$ cat config.mk
export PLATFORM = sky130hd
export DESIGN_NAME = wb_rr_interconnect
export DESIGN_NICKNAME = d
export VERILOG_FILES = /design/src/rtl/wb_arb_pkg.sv /design/src/rtl/wb_rr_picker.sv /design/src/rtl/wb_rr_interconnect.sv
export SDC_FILE = /design/constraint.sdc
export NUM_CORES = 1
export LEC_CHECK = 0
export ABC_CLOCK_PERIOD_IN_PS = 1590
export CORE_AREA = 4 4 288 290
export DETAILED_ROUTE_END_ITERATION = 10
export DIE_AREA = 0 0 292 294
export SLEW_MARGIN = 20
export SYNTH_ARGS = -nofsm -noshare
export SYNTH_HDL_FRONTEND = slang
export SYNTH_SLANG_ARGS = --single-unit
$ cat constraint.sdc
create_clock -name clk -period 1.59 [get_ports clk]
set_input_delay 0.318 -clock clk [delete_from_list [all_inputs] [get_ports clk]]
set_output_delay 0.318 -clock clk [all_outputs]
set_load 0.05 [all_outputs]
$ cat src/rtl/wb_arb_pkg.sv
// Shared types, default widths and helpers for the round-robin Wishbone interconnect.
// The widths match the L1-cache / DRAM line bus.
package wb_arb_pkg;

    typedef enum logic {
        ARB_IDLE = 1'b0,
        ARB_BUSY = 1'b1
    } arb_state_t;

    localparam int WB_DEFAULT_NUM_MASTERS = 2;
    localparam int WB_DEFAULT_ADDR_W      = 12;
    localparam int WB_DEFAULT_DATA_W      = 128;
    localparam int WB_DEFAULT_SEL_W       = WB_DEFAULT_DATA_W / 8;
    localparam int WB_DEFAULT_TIMEOUT     = 256;

    // Width of an owner index; never zero, even for two masters.
    function automatic int owner_idx_w(input int n);
        return (n <= 2) ? 1 : $clog2(n);
    endfunction

    // (base + off) mod n, for base < n and off < n.
    function automatic int wrap_add(input int base, input int off, input int n);
        int sum;
        sum = base + off;
        return (sum >= n) ? sum - n : sum;
    endfunction

endpackage

$ cat src/rtl/wb_rr_picker.sv
// Combinational round-robin picker: first active request at or after i_ptr,
// wrapping from N-1 back to 0. Works for any N >= 2, not only powers of two.
module wb_rr_picker
    import wb_arb_pkg::*;
#(
    parameter int N     = WB_DEFAULT_NUM_MASTERS,
    parameter int IDX_W = owner_idx_w(N)
) (
    input  logic [N-1:0]     i_req,
    input  logic [IDX_W-1:0] i_ptr,
    output logic [N-1:0]     o_gnt,
    output logic [IDX_W-1:0] o_idx,
    output logic             o_valid
);

    // NOTE: every output gets a default before the search loop, so no latch is inferred.
    always_comb begin
        o_gnt   = '0;
        o_idx   = '0;
        o_valid = 1'b0;
        for (int k = 0; k < N; k++) begin
            if (!o_valid && i_req[wrap_add(int'(i_ptr), k, N)]) begin
                o_valid                             = 1'b1;
                o_gnt[wrap_add(int'(i_ptr), k, N)] = 1'b1;
                o_idx                               = IDX_W'(wrap_add(int'(i_ptr), k, N));
            end
        end
    end

endmodule

$ cat src/rtl/wb_rr_interconnect.sv
// N-master to 1-slave Wishbone interconnect with round-robin arbitration; a grant is
// held for one whole transfer. Optional watchdog enabled by defining WB_ARB_TIMEOUT_EN.
module wb_rr_interconnect
    import wb_arb_pkg::*;
#(
    parameter int NUM_MASTERS    = WB_DEFAULT_NUM_MASTERS,
    parameter int ADDR_W         = WB_DEFAULT_ADDR_W,
    parameter int DATA_W         = WB_DEFAULT_DATA_W,
    parameter int SEL_W          = WB_DEFAULT_SEL_W,
    parameter int TIMEOUT_CYCLES = WB_DEFAULT_TIMEOUT
) (
    input  logic                               clk,
    input  logic                               rst_n,
    input  logic [NUM_MASTERS-1:0]             m_cyc,
    input  logic [NUM_MASTERS-1:0]             m_stb,
    input  logic [NUM_MASTERS-1:0]             m_we,
    input  logic [NUM_MASTERS-1:0][ADDR_W-1:0] m_adr,
    input  logic [NUM_MASTERS-1:0][DATA_W-1:0] m_dat_w,
    input  logic [NUM_MASTERS-1:0][SEL_W-1:0]  m_sel,
    output logic [DATA_W-1:0]                  m_dat_r,
    output logic [NUM_MASTERS-1:0]             m_ack,
    output logic [NUM_MASTERS-1:0]             m_rty,
    output logic [NUM_MASTERS-1:0]             m_err,
    output logic                               s_cyc,
    output logic                               s_stb,
    output logic                               s_we,
    output logic [ADDR_W-1:0]                  s_adr,
    output logic [DATA_W-1:0]                  s_dat_w,
    output logic [SEL_W-1:0]                   s_sel,
    input  logic [DATA_W-1:0]                  s_dat_r,
    input  logic                               s_ack,
    input  logic                               s_rty,
    output logic [NUM_MASTERS-1:0]             grant
);

    localparam int IDX_W = owner_idx_w(NUM_MASTERS);

    arb_state_t             r_state;
    arb_state_t             w_state_nxt;
    logic [IDX_W-1:0]       r_owner;
    logic [IDX_W-1:0]       r_rr_ptr;
    logic [NUM_MASTERS-1:0] r_gnt;

    logic [NUM_MASTERS-1:0] w_req;
    logic [NUM_MASTERS-1:0] w_pick_gnt;
    logic [IDX_W-1:0]       w_pick_idx;
    logic                   w_pick_valid;
    logic [IDX_W-1:0]       w_ptr_nxt;
    logic                   w_busy;
    logic                   w_owner_cyc;
    logic                   w_resp;
    logic                   w_expire;
    logic                   w_release;

    assign w_req = m_cyc & m_stb;

    wb_rr_picker #(
        .N     (NUM_MASTERS),
        .IDX_W (IDX_W)
    ) u_picker (
        .i_req   (w_req),
        .i_ptr   (r_rr_ptr),
        .o_gnt   (w_pick_gnt),
        .o_idx   (w_pick_idx),
        .o_valid (w_pick_valid)
    );

    assign w_busy      = (r_state == ARB_BUSY);
    assign w_owner_cyc = w_busy & m_cyc[r_owner];
    assign w_resp      = w_owner_cyc & (s_ack | s_rty);
    assign w_ptr_nxt   = (r_owner == IDX_W'(NUM_MASTERS - 1)) ? '0 : r_owner + 1'b1;
    assign m_dat_r     = s_dat_r;

`ifdef WB_ARB_TIMEOUT_EN
    localparam int WD_W = $clog2(TIMEOUT_CYCLES + 1);

    logic [WD_W-1:0] r_wd_cnt;

    // A slave response in the expiry cycle takes priority over the watchdog.
    assign w_expire = w_owner_cyc & ~(s_ack | s_rty)
                    & (r_wd_cnt == WD_W'(TIMEOUT_CYCLES - 1));

    always_ff @(posedge clk) begin
        if (!rst_n)
            r_wd_cnt <= '0;
        else if (!w_busy)
            r_wd_cnt <= '0;
        else if (!w_resp)
            r_wd_cnt <= r_wd_cnt + 1'b1;
    end
`else
    assign w_expire = 1'b0;
`endif

    always_comb begin
        w_state_nxt = r_state;
        w_release   = 1'b0;
        unique case (r_state)
            ARB_IDLE: if (w_pick_valid) w_state_nxt = ARB_BUSY;
            ARB_BUSY: begin
                // Completion, abort (owner dropped CYC) and watchdog expiry all free the bus.
                if (!w_owner_cyc || w_resp || w_expire) begin
                    w_state_nxt = ARB_IDLE;
                    w_release   = 1'b1;
                end
            end
            default: w_state_nxt = ARB_IDLE;
        endcase
    end

    // Responses are masked while rst_n is low so a reset wins over a same-cycle ACK.
    always_comb begin
        s_cyc   = 1'b0;
        s_stb   = 1'b0;
        s_we    = 1'b0;
        s_adr   = '0;
        s_dat_w = '0;
        s_sel   = '0;
        m_ack   = '0;
        m_rty   = '0;
        m_err   = '0;
        grant   = '0;
        if (w_busy) begin
            s_cyc          = w_owner_cyc;
            s_stb          = m_stb[r_owner];
            s_we           = m_we[r_owner];
            s_adr          = m_adr[r_owner];
            s_dat_w        = m_dat_w[r_owner];
            s_sel          = m_sel[r_owner];
            grant          = r_gnt;
            m_ack[r_owner] = s_ack & w_owner_cyc & rst_n;
            m_rty[r_owner] = s_rty & w_owner_cyc & rst_n;
            m_err[r_owner] = w_expire & rst_n;
        end
    end

    // NOTE: state registers use non-blocking assignments and a reset sampled on the clock edge.
    always_ff @(posedge clk) begin
        if (!rst_n) begin
            r_state  <= ARB_IDLE;
            r_owner  <= '0;
            r_gnt    <= '0;
            r_rr_ptr <= '0;
        end else begin
            r_state <= w_state_nxt;
            if (!w_busy && w_pick_valid) begin
                r_owner <= w_pick_idx;
                r_gnt   <= w_pick_gnt;
            end
            if (w_release)
                r_rr_ptr <= w_ptr_nxt;
        end
    end

endmodule

# After elaboration in Yosys (flattened, before gate mapping)
# Cells that the tools add are included.
[word_totals]
regBits = 5
input_bits = 450
output_inout_bits = 295
elab_cells = 84
[op_classes]
addsub = 4
n_lt_le_gt_ge = 8
mux = 47
bitwise_logic = 12
n_reduce_logical = 9
[op_table]
columns = ["operator", "count"]
rows = [
  ["$mux 128", 3],
  ["$ge 32x1->1 const B", 2],
  ["$lt 32x3->1 const B", 2],
  ["$mux 32", 2],
  ["$mux 16", 3],
  ["$mux 12", 3],
  ["$ge 32x3->1 const B", 1],
  ["$sub 32x3->32 const B", 1],
  ["$mux 1", 27],
  ["$mux 2", 5],
  ["$and 1x1->1", 6],
  ["$and 2x2->2", 3],
  ["$logic_and 1x1->1", 5],
  ["$demux 1 s1", 3],
  ["$logic_not 1->1", 3],
  ["$sub 1x2->3 const B", 1],
  ["$add 1x1->2 const B", 1],
  ["$ge 1x2->1 const B", 1],
  ["$lt 1x2->1 const B", 1],
  ["$or 2x2->2", 1],
  ["$pmux 1 s2", 1],
  ["$add 1x1->1 const B", 1],
  ["$ge 1x1->1 const B", 1],
  ["$logic_or 1x1->1", 1],
  ["2 further kinds", 2],
]

# Logic depth before layout (Yosys ltp)
[depth]
word_depth = 11
depth_mapped = 5
ltp_nobuf = 3

# Cells and area by module
# A second synthesis with hierarchy kept.
[unflattened]
cells_unflattened = 524
hier_area_um2 = 4110.2
[modules_own_cells]
columns = ["mod", "instances", "cells_per_inst", "area_per_inst_um2", "seq_area_each_um2"]
rows = [
  ["wb_rr_interconnect", 1, 519, 4077.7, 100.1],
  ["wb_rr_picker", 1, 5, 32.5, 0.0],
]

# Worst setup path before layout
# No wires, ideal clock.
[synth_path]
kind = "register to output"
start = "reg r_owner"
end = "out s_adr[0]"
arrival_time_ps = 1536
required_time_ps = 1272
path_slack_ps = -264
path_stages_with_launch = 6
path_buffers = 3
cell_sequence = "dfxtp_1 -> buf_4 -> buf_6 -> buf_6 -> mux2i_1 -> nor2b_1"
[synth_between]
elab_chain_len = 3
[synth_lines]
columns = ["element", "line", "text"]
rows = [
  ["start, declared", "wb_rr_interconnect.sv:40", "logic [IDX_W-1:0] r_owner;"],
  ["start signal, assigned", "wb_rr_interconnect.sv:147", "r_owner <= w_pick_idx;"],
  ["$mux 12 (implied by the code) (2 in series)", "wb_rr_interconnect.sv:127", "s_adr = m_adr[r_owner];"],
  ["$mux 12", "wb_rr_interconnect.sv:123", "if (w_busy) begin"],
  ["end, declared", "wb_rr_interconnect.sv:27", "output logic [ADDR_W-1:0] s_adr,"],
]
# Every way passes these cells. The select of a mux whose other input is x is not followed.

# Worst setup path after layout
[layout_path]
start = "reg r_owner"
end = "out s_dat_w[93]"
[layout_between]
elab_chain_len = 3
[layout_lines]
columns = ["element", "line", "text"]
rows = [
  ["$mux 128 (implied by the code) (2 in series)", "wb_rr_interconnect.sv:128", "s_dat_w = m_dat_w[r_owner];"],
  ["$mux 128", "wb_rr_interconnect.sv:123", ""],
  ["end, declared", "wb_rr_interconnect.sv:28", "output logic [DATA_W-1:0] s_dat_w,"],
]
# Every way passes these cells. The select of a mux whose other input is x is not followed.

==> metrics.md <==
| Metric | Value |
|---|---|
| Met1 wire length | `15.7 mm` |
| Post-route setup slack | `-0.385 ns` |
| Outcome | `finished with violations` |
| CTS tree | `yes` |
| Layout fillers | `8766` |
| Sw frac | `42.1%` |
| Fin. Hold Viols | `0` |
| Leakage | `0.00446 µW` |
| Vias in the first global route | `5834` |
| Setup Skew | `0.000229 ns` |
| Chip height | `294 µm` |
| Core ar. | `0.0803 mm²` |
| Top Metal Used | `met5` |
| Drt drc | `0` |
| Synth Flop Type | `dfxtp_1` |
| Area fraction in compound gates after synthesis | `1.79%` |
| Routed wl met3 | `4.55 mm` |
| Initial DRT Pass Iterations | `4` |
| Setup crit start kind | `flip-flop` |
| Hold path cells | `2` |
| Critical R2R Launch | `r_owner` |
| CP Max Fanout | `10` |
| Storage cell area | `108 µm²` |
| Failing checks | `negative setup slack` |
| Congestion Overflow GR | `0` |
| I/O Buffers | `486` |
| Power Density | `407 mW/mm²` |
| DR WL met2 | `17.4 mm` |
| Clock root buffer | `clkbuf_16` |
| Post-synth EDFFs | `0` |
| Synth cell types | `22` |
| Initial DRC count | `54` |
| Slowest stage delay, CP | `0.41 ns` |
| Synth cell count leaders | `161 x nor2b_1, 159 x mux2i_1, 138 x buf_4` |
| RSZ-0062 raised after global routing | `true` |
| Max clock buf depth | `2` |
| VDD IR max | `382 µV` |
| CP Depth | `6` |
| Sequential share of power | `2.8%` |
| Synth top area share | `39.2%` |
| Period Utilization, post-route | `124%` |
| Hold path start | `r_gnt[0]` |
| Max-cap violations | `0` |
| Class of the most critical setup path | `reg2out` |
| Worst hold path type | `reg2reg` |
| Largest net degree at the start of global routing | `46` |
| Tot GR Track Use | `8.31%` |
| Power Internal | `3210 µW` |
| Non-filler cells, final | `1974` |
| Mapped Cells | `519` |
| Final nets | `1363` |
| Synth top area cells | `mux2i_1 39%, buf_4 25%, nor2b_1 25%, buf_6 2.5%, dfxtp_1 2.5%` |
| Routed vias/inst | `2.64` |
| Endpoints failing setup | `164` |
| Area Overhead vs Synth | `235%` |
| Synthesized area | `0.00407 mm²` |
| First-pass GRT wire length | `49.4 mm` |
| Worst Setup SP | `r_owner` |
| Multi-input logic area | `0.00464 mm²` |
| Global placer's final weighted congestion | `0.760` |
| CTS clk-pin slew, worst paths | `0.03 ns` |
| Placed cell count | `1949` |
| WP data arrival | `1.66 ns` |
| Gate power share | `89.7%` |
| Simple-Gate Fraction of Synth Area | `26.4%` |
| Ports | `745` |
| Hold buffers post-CTS | `0` |
| Wirelength, routed | `38.6 mm` |
| Post-synthesis mux area share | `39.2%` |
| Worst path cell trace | `buf_12, buf_4, mux2i_4, buf_4, nor2b_4, buf_12` |
| Cell taking the most area after synthesis | `mux2i_1` |
| Net switching power | `2330 µW` |
| DIE AREA | `0.0858 mm²` |
| Largest family of logic cells by synthesized area | `multiplexers` |
| Clock Power Share | `7.5%` |
| Skew-Pair Late Insertion Delay | `0.23 ns` |
| Tmin final | `1.97 ns` |
| Cell with the most instances after synthesis | `nor2b_1` |
| Ys Warns | `0` |
| Hpwl dp | `33.9 mm` |
| Average wire per standard cell | `19.6 µm` |
| Num CTS Buffers | `3` |
| Via count of the routed design | `5217` |
| WP buf/inv | `4` |
| Seq cells post-synth | `5` |
| Layout cell share with drive strength beyond 1 | `57.8%` |
| Sink Count | `5` |
| Synth async-reset ratio | `0%` |
| Crit-path leading delay family | `buffers and inverters` |
| Max-slew violation count | `0` |
| Setup WS pre-CTS | `-0.356 ns` |
| Sequential element share of the synthesized area | `2.46%` |
| Initial antenna violation count | `4` |
| Fmax achieved | `506 MHz` |
| R2R depth | `7` |
| XOR/XNOR Fraction of Synth Area | `0%` |
| # rows | `104` |
| Initial core utilization | `5.06%` |
| CP Capture Type | `primary output` |
| Final ANT Viol Nets | `0` |
| H-tree depth | `1` |
| Mean Syn Cell Area | `7.83 µm²` |
| Post-synthesis adder-cell area fraction | `0%` |
| DIE WIDTH | `292 µm` |
| Req. time, crit path | `1.27 ns` |
| Slowest cell on crit path | `dfxtp_4` |
## flip-flops by register name, summed over array words and instances (netlist names)
name,flops
r_gnt,2
r_owner,1
r_rr_ptr,1
r_state,1
## stage by stage
step | hold WS (ns) | power, µW | instance area, µm² | TNS, ns | utilization, %
2_1_floorplan | 0.431 | 2850 | 4710 | -1.65 | -
3_3_place_gp | 0.481 | 4330 | 11900 | -6.36 | 14.8
3_5_place_dp | 0.486 | 4330 | 11900 | -7.21 | 14.8
4_1_cts | 0.492 | 5340 | 13000 | -50.06 | 16.2
5_1_grt | 0.517 | 5790 | 13600 | -52.36 | 17.0
6_report | 0.474 | 5540 | 13600 | -41.63 | 17.0
## tightest hold or removal path, delay by kind of cell, from the launching register on
| family | cells | cell delay, ns |
|---|---|---|
| flops | 1 | 0.31 |
| compound gates | 1 | 0.05 |
| simple gates | 1 | 0.06 |
## cell usage in the layout (no fill, tap or decap), types with 3 or more instances in the layout
master,synthesis,final
buf_16,0,7
nand2_1,4,4
mux2i_2,0,42
buf_12,0,181
nor2b_2,0,106
buf_8,0,4
clkdlybuf4s50_1,0,320
buf_4,138,35
inv_1,3,3
mux2i_1,159,34
buf_6,9,4
clkbuf_16,0,5
dfxtp_1,5,3
nor2b_4,0,54
mux2i_4,0,83
## worst paths after layout
check / endpoint / slack, ns
max: s_dat_w[93] / -0.38
min: r_gnt[0] / 0.47
max reg2reg: r_state / -0.05
min reg2reg: r_gnt[0] / 0.47
## cell type report
cell class | count | share of cell area [%]
Antenna cell | 2 | 0.0367
Tap cell | 1060 | 9.74
Timing Repair Buffer | 554 | 54.7
Inverter | 3 | 0.0827
Sequential cell | 5 | 0.790
Multi-Input combinational cell | 346 | 34.1
Clock buffer | 4 | 0.579
## kinds of logic after synthesis
group,Yosys count
muxes,159
AOI/OAI and AO/OA,10
other,1
buffers and inverters,169
DFF,5
and+or+nand+nor,175
## layer usage
| metal | up-vias | track usage [%] |
|---|---|---|
| li1 | 2379 | - |
| met1 | 2290 | 9.86 |
| met2 | 490 | 13.8 |
| met3 | 54 | 3.80 |
| met4 | 4 | 1.69 |
| met5 | - | 0.721 |
## power groups by stage
stage                     Combinational (µW)  Clock, µW  Sequential (µW)
after floorplan                         2700          0              144
after global placement                  4180          0              151
after detailed placement                4180          0              153
after CTS                               4760        420              156
after global routing                    5200        435              157
final                                   4970        414              155
## timing repair
action	CTS	global route
setup endpoints to repair	163	167
pin swaps	1	2
setup buffers	7	7
resized for setup	168	93
cloned	4	2
endpoints found under the hold margin	0	0
(Power assumes the default switching activity.)
